--- config.mk ---
export PLATFORM = sky130hd
export DESIGN_NAME = writeback_stage
export DESIGN_NICKNAME = d
export VERILOG_FILES = /design/src/rtl/writeback_stage.sv
export SDC_FILE = /design/constraint.sdc
export NUM_CORES = 1
export LEC_CHECK = 0
export ABC_AREA = 1
export CAP_MARGIN = 5
export CORE_ASPECT_RATIO = 0.6
export CORE_MARGIN = 10
export CORE_UTILIZATION = 53
export DETAILED_ROUTE_END_ITERATION = 8
export GPL_TIMING_DRIVEN = 0
export PLACE_DENSITY = 0.82
export SLEW_MARGIN = 20
export SYNTH_ARGS = -nofsm -noshare
export SYNTH_HDL_FRONTEND = slang
export SYNTH_SLANG_ARGS = --single-unit
--- constraint.sdc ---
create_clock -name clk -period 4.9 [get_ports clk]
set_input_delay 0.98 -clock clk [delete_from_list [all_inputs] [get_ports clk]]
set_output_delay 0.98 -clock clk [all_outputs]
set_load 0.1 [all_outputs]
--- src/rtl/writeback_stage.sv ---
// MEM->WB stage: formats load data, picks ALU/memory result, buffers retiring
// instructions in a small FIFO and issues one register-file write per cycle. Optional forwarding: WB_FWD_EN.
module writeback_stage #(
    parameter int DATA_W = 32,
    parameter int ADDR_W = 5,
    parameter int DEPTH  = 2
) (
    input  logic              clk,
    input  logic              rst_n,
    input  logic              inValid,
    output logic              inReady,
    input  logic [ADDR_W-1:0] inRd,
    input  logic              inRegWrite,
    input  logic              inMemToReg,
    input  logic [2:0]        inLoadType,
    input  logic [1:0]        inByteOff,
    input  logic [DATA_W-1:0] aluResult,
    input  logic [DATA_W-1:0] memData,
    input  logic              wbHold,
    output logic [ADDR_W-1:0] rd,
    output logic [DATA_W-1:0] dataIn,
    output logic              regWrite,
    output logic              alignErr,
`ifdef WB_FWD_EN
    input  logic [ADDR_W-1:0] fwdRs,
    output logic              fwdHit,
    output logic [DATA_W-1:0] fwdData,
`endif
    output logic [15:0]       retireCount
);

    localparam int PTR_W = (DEPTH > 1) ? $clog2(DEPTH) : 1;
    localparam int CNT_W = PTR_W + 1;

    typedef enum logic [1:0] {EMPTY, PARTIAL, FULL} fifoState_t;

    logic [ADDR_W-1:0] r_rdMem   [DEPTH];
    logic              r_weMem   [DEPTH];
    logic [DATA_W-1:0] r_dataMem [DEPTH];
    logic [PTR_W-1:0]  r_head;
    logic [PTR_W-1:0]  r_tail;
    logic [CNT_W-1:0]  r_count;
    logic [ADDR_W-1:0] r_rd;
    logic [DATA_W-1:0] r_dataIn;
    logic              r_regWrite;
    logic              r_alignErr;
    logic [15:0]       r_retireCount;

    fifoState_t        w_state;
    logic              w_enq;
    logic              w_deq;
    logic [7:0]        w_byte;
    logic [15:0]       w_half;
    logic [DATA_W-1:0] w_data;
    logic              w_misaligned;
    logic              w_we;

    always_comb begin
        if (r_count == '0)
            w_state = EMPTY;
        else if (r_count == CNT_W'(DEPTH))
            w_state = FULL;
        else
            w_state = PARTIAL;
    end

    assign inReady = (w_state != FULL);
    assign w_enq   = inValid && (w_state != FULL);
    assign w_deq   = !wbHold && (w_state != EMPTY);

    // Unknown load types behave as LW; ALU results never raise a misalignment.
    always_comb begin
        w_byte       = memData[{inByteOff, 3'b000} +: 8];
        w_half       = memData[{inByteOff[1], 4'b0000} +: 16];
        w_data       = aluResult;
        w_misaligned = 1'b0;
        if (inMemToReg) begin
            case (inLoadType)
                3'b001:  w_data = {{(DATA_W-8){w_byte[7]}}, w_byte};
                3'b010:  w_data = {{(DATA_W-8){1'b0}}, w_byte};
                3'b011: begin
                    w_data       = {{(DATA_W-16){w_half[15]}}, w_half};
                    w_misaligned = inByteOff[0];
                end
                3'b100: begin
                    w_data       = {{(DATA_W-16){1'b0}}, w_half};
                    w_misaligned = inByteOff[0];
                end
                default: begin
                    w_data       = memData;
                    w_misaligned = (inByteOff != 2'b00);
                end
            endcase
        end
        w_we = inRegWrite && (inRd != '0) && !w_misaligned;
    end

    always_ff @(posedge clk) begin
        if (w_enq) begin
            r_rdMem[r_tail]   <= inRd;
            r_weMem[r_tail]   <= w_we;
            r_dataMem[r_tail] <= w_data;
        end
    end

    always_ff @(posedge clk or negedge rst_n) begin
        if (!rst_n) begin
            r_head        <= '0;
            r_tail        <= '0;
            r_count       <= '0;
            r_rd          <= '0;
            r_dataIn      <= '0;
            r_regWrite    <= 1'b0;
            r_alignErr    <= 1'b0;
            r_retireCount <= '0;
        end else begin
            r_alignErr <= w_enq && w_misaligned;
            if (w_enq)
                r_tail <= r_tail + 1'b1;
            if (w_deq) begin
                r_head        <= r_head + 1'b1;
                r_regWrite    <= r_weMem[r_head];
                r_rd          <= r_rdMem[r_head];
                r_dataIn      <= r_dataMem[r_head];
                r_retireCount <= r_retireCount + 16'd1;
            end else begin
                r_regWrite <= 1'b0;
            end
            case ({w_enq, w_deq})
                2'b10:   r_count <= r_count + 1'b1;
                2'b01:   r_count <= r_count - 1'b1;
                default: r_count <= r_count;
            endcase
        end
    end

    assign rd          = r_rd;
    assign dataIn      = r_dataIn;
    assign regWrite    = r_regWrite;
    assign alignErr    = r_alignErr;
    assign retireCount = r_retireCount;

`ifdef WB_FWD_EN
    // Scan oldest to youngest so the tail-most match overrides earlier ones.
    always_comb begin
        logic [PTR_W-1:0] idx;
        idx     = '0;
        fwdHit  = 1'b0;
        fwdData = '0;
        if (rst_n && (fwdRs != '0)) begin
            if (r_regWrite && (r_rd == fwdRs)) begin
                fwdHit  = 1'b1;
                fwdData = r_dataIn;
            end
            for (int i = 0; i < DEPTH; i++) begin
                idx = r_head + PTR_W'(i);
                if ((CNT_W'(i) < r_count) && r_weMem[idx] && (r_rdMem[idx] == fwdRs)) begin
                    fwdHit  = 1'b1;
                    fwdData = r_dataMem[idx];
                end
            end
        end
    end
`endif

endmodule

==> impl_metrics.json <==
{
  "grt_pass1_vias": 5499,
  "yosys.cell_types.count": 29,
  "final.setup.worst_slack_ns": 1.69,
  "cts.path.max_buffers": 2,
  "diodes": 0,
  "maxCapViolCount": 0,
  "syn-instance-count": 774,
  "synth.top_cells.by_area": "edfxtp_1, dfrtp_1, nand2_1",
  "cts.sinks": 135,
  "die_w_um": 163,
  "grt_pass1_wl_mm": 29.6,
  "drive_above_1_share_pct": 7.64,
  "net-switching-power_w": 0.00285,
  "cts_buffers": 17,
  "cp.required_ns": 3.92,
  "max_stage_delay_ns": 1.15,
  "cts_max_level": 4,
  "die_y_um": 106,
  "synth_commonest_cells": "nand2_1, nor2_1, edfxtp_1",
  "crit_buf_inv": 2,
  "synth_seq_cells": 135,
  "r2r-start": "r_count[0]",
  "yosys_warnings": 0,
  "cpLargestDelayFamily": "buffers and inverters",
  "max_freq_mhz": 312,
  "endpoint_kind": "output port",
  "synth_ff_type": "edfxtp_1",
  "synth_most_common_cell": "nand2_1",
  "drc": 0,
  "synth_top_area_share_pct": 35.1,
  "grt_max_degree": 49,
  "slew_viol_final": 0,
  "power_leakage_nw": 3.88,
  "wl_mm": 19.0,
  "rsz0062_at_grt": "false",
  "ios": 136,
  "critical_path_class": "reg -> out",
  "clkTransAtPathRegs_ns": 0.06,
  "grt_usage_pct": 22.1,
  "antenna_found_initial": 0,
  "regArea_um2": 3760,
  "rr_worst_depth": 7,
  "wl_per_cell_um": 17.2,
  "vias": 5740,
  "ys_async_sr_fraction_pct": 43.7,
  "post-route-period-util_pct": 65.4,
  "pwr-share-comb_pct": 47.5,
  "syn_to_final_growth_pct": 33.8,
  "finalSetupTns_ns": 0,
  "crit_fanout": 5,
  "max_slew_margin_pct": 31.3,
  "reg2reg_slack_ns": 2.88,
  "cts_tree": "built",
  "fp-row-count": 31,
  "cts_hold_buf": 0,
  "syn_area_um2": 6510,
  "die-area_um2": 17300,
  "postRouteAntennaNets": 0,
  "arrival_ns": 2.23,
  "post_cts_buffers": 0,
  "finalSetupViolations": 0,
  "layout.nets": 1011,
  "worstPathCellList": "inv_1 > nand2_1 > clkdlybuf4s50_1",
  "start_kind": "register",
  "power.share.clock_pct": 21.8,
  "synth-edff-count": 76,
  "dp_slack_ns": 1.99,
  "avgSynthCellArea_um2": 8.41,
  "nFillCells": 917,
  "outcome": "complete, no violations",
  "core_um2": 12000,
  "cts_root_buf": "clkbuf_16",
  "first_iter_violations": 509,
  "worstSkewPairLatency_ns": 0.43,
  "critPathSlowestCell": "clkdlybuf4s50_1",
  "finClkSkew_ns": 0.00888,
  "synth_top_area_cell": "edfxtp_1",
  "cts_resized": 0,
  "power_density_nw_per_um2": 667,
  "portBuffers": 133,
  "synth-seq-area-share_pct": 57.7,
  "final.min_clock_period_ns": 3.21,
  "finalHoldViolations": 0,
  "switching_share_pct": 49.1,
  "syn_nets": 856,
  "regToRegEndpoint": "r_count[1]",
  "dp_hpwl_mm": 14.1,
  "start_util_pct": 54.1,
  "tightest_slew_ns": 1.03,
  "viasPerCell": 5.19,
  "power.internal_w": 0.00296,
  "p_seq_share_pct": 30.7,
  "hp-class": "in -> async",
  "globalRouteOverflowTotal": 0,
  "ir_drop_uv": 434,
  "gp_congestion": 0.973,
  "dr.pass1.iters": 6,
  "multi_input_area_um2": 2360
}
[cell families (layout without fill, tap and decap cells)]
kind of cell | after synthesis | after routing | synth area share (%)
buffers and inverters | 96 | 264 | 6.23
XOR/XNOR | 13 | 13 | 1.75
adder cells (fa/ha/maj) | 2 | 2 | 0.384
flip-flops | 135 | 135 | 57.7
AO/OA/AOI/OAI | 54 | 54 | 5.07
AND/OR/NAND/NOR | 474 | 474 | 28.8
[worst max-delay path by stage]
stage,from,end,depth (start not counted)
floorplan,r_count[0],r_dataMem[1][0],4
global placement,inValid,r_rdMem[0][2],3
detailed placement,wbHold,r_count[1],8
CTS,r_count[0],inReady,3
global route,r_count[0],inReady,3
finish,r_count[0],inReady,3
[area by class of cell]
type / count / area share (%)
sequential: 135 / 43.1
multi-input combinational: 543 / 27.1
timing repair buffer: 136 / 16.0
clock buffer: 17 / 4.88
inverter: 61 / 2.66
tap: 165 / 2.37
buffer: 35 / 2.00
clock inverter: 15 / 1.84
[metrics by stage]
stage          hold slack (ns)  utilization, %  area (um^2)  power (W)  instances
2_1_floorplan            0.485               -         6510    0.00376        774
3_3_place_gp             0.499            66.9         8050    0.00448       1072
3_5_place_dp             0.507            67.6         8130    0.00456       1075
4_1_cts                  0.383            72.5         8710    0.00583       1107
5_1_grt                  0.381            72.5         8710    0.00604       1107
6_report                 0.389            72.5         8710    0.00581       1107
[flip-flops by register name (all words and copies together), names as in the netlist]
signal	flops
r_dataMem	64
dataIn	32
retireCount	16
r_rdMem	10
rd	5
r_count	2
r_weMem	2
alignErr	1
r_head	1
r_tail	1
regWrite	1
[routing by layer]
| layer | global-route usage (%) | routed length (um) | vias to the layer above |
|---|---|---|---|
| met2 | 33.6 | 8500 | 281 |
| met5 | 0 | 0 | - |
| met1 | 30.1 | 8280 | 2653 |
| li1 | - | - | 2781 |
| met3 | 6.88 | 1990 | 25 |
| met4 | 5.96 | 251 | 0 |
[placed cells by master, fill, tap and decap left out, types with 6 or more instances in the layout]
cell / netlist / routed
inv_1: 58 / 58
inv_6: 0 / 6
dfrtp_1: 59 / 59
nand2_1: 295 / 295
clkbuf_16: 0 / 17
a31oi_1: 37 / 37
nand3_1: 37 / 37
nor2_1: 129 / 127
o21ai_0: 11 / 11
edfxtp_1: 76 / 76
buf_2: 16 / 16
xor2_1: 8 / 8
clkbuf_1: 12 / 12
clkdlybuf4s50_1: 0 / 132
[power by group through the flow]
| stage | logic, W | clock network, W | registers, W |
|---|---|---|---|
| after global placement | 0.00268 | 0 | 0.00180 |
| after detailed placement | 0.00276 | 0 | 0.00180 |
| after global routing | 0.00290 | 0.00133 | 0.00182 |
| after CTS | 0.00277 | 0.00127 | 0.00178 |
| after floorplan | 0.000674 | 0 | 0.00309 |
| final | 0.00276 | 0.00127 | 0.00178 |
Note: power is estimated with default switching activity, not from simulation.
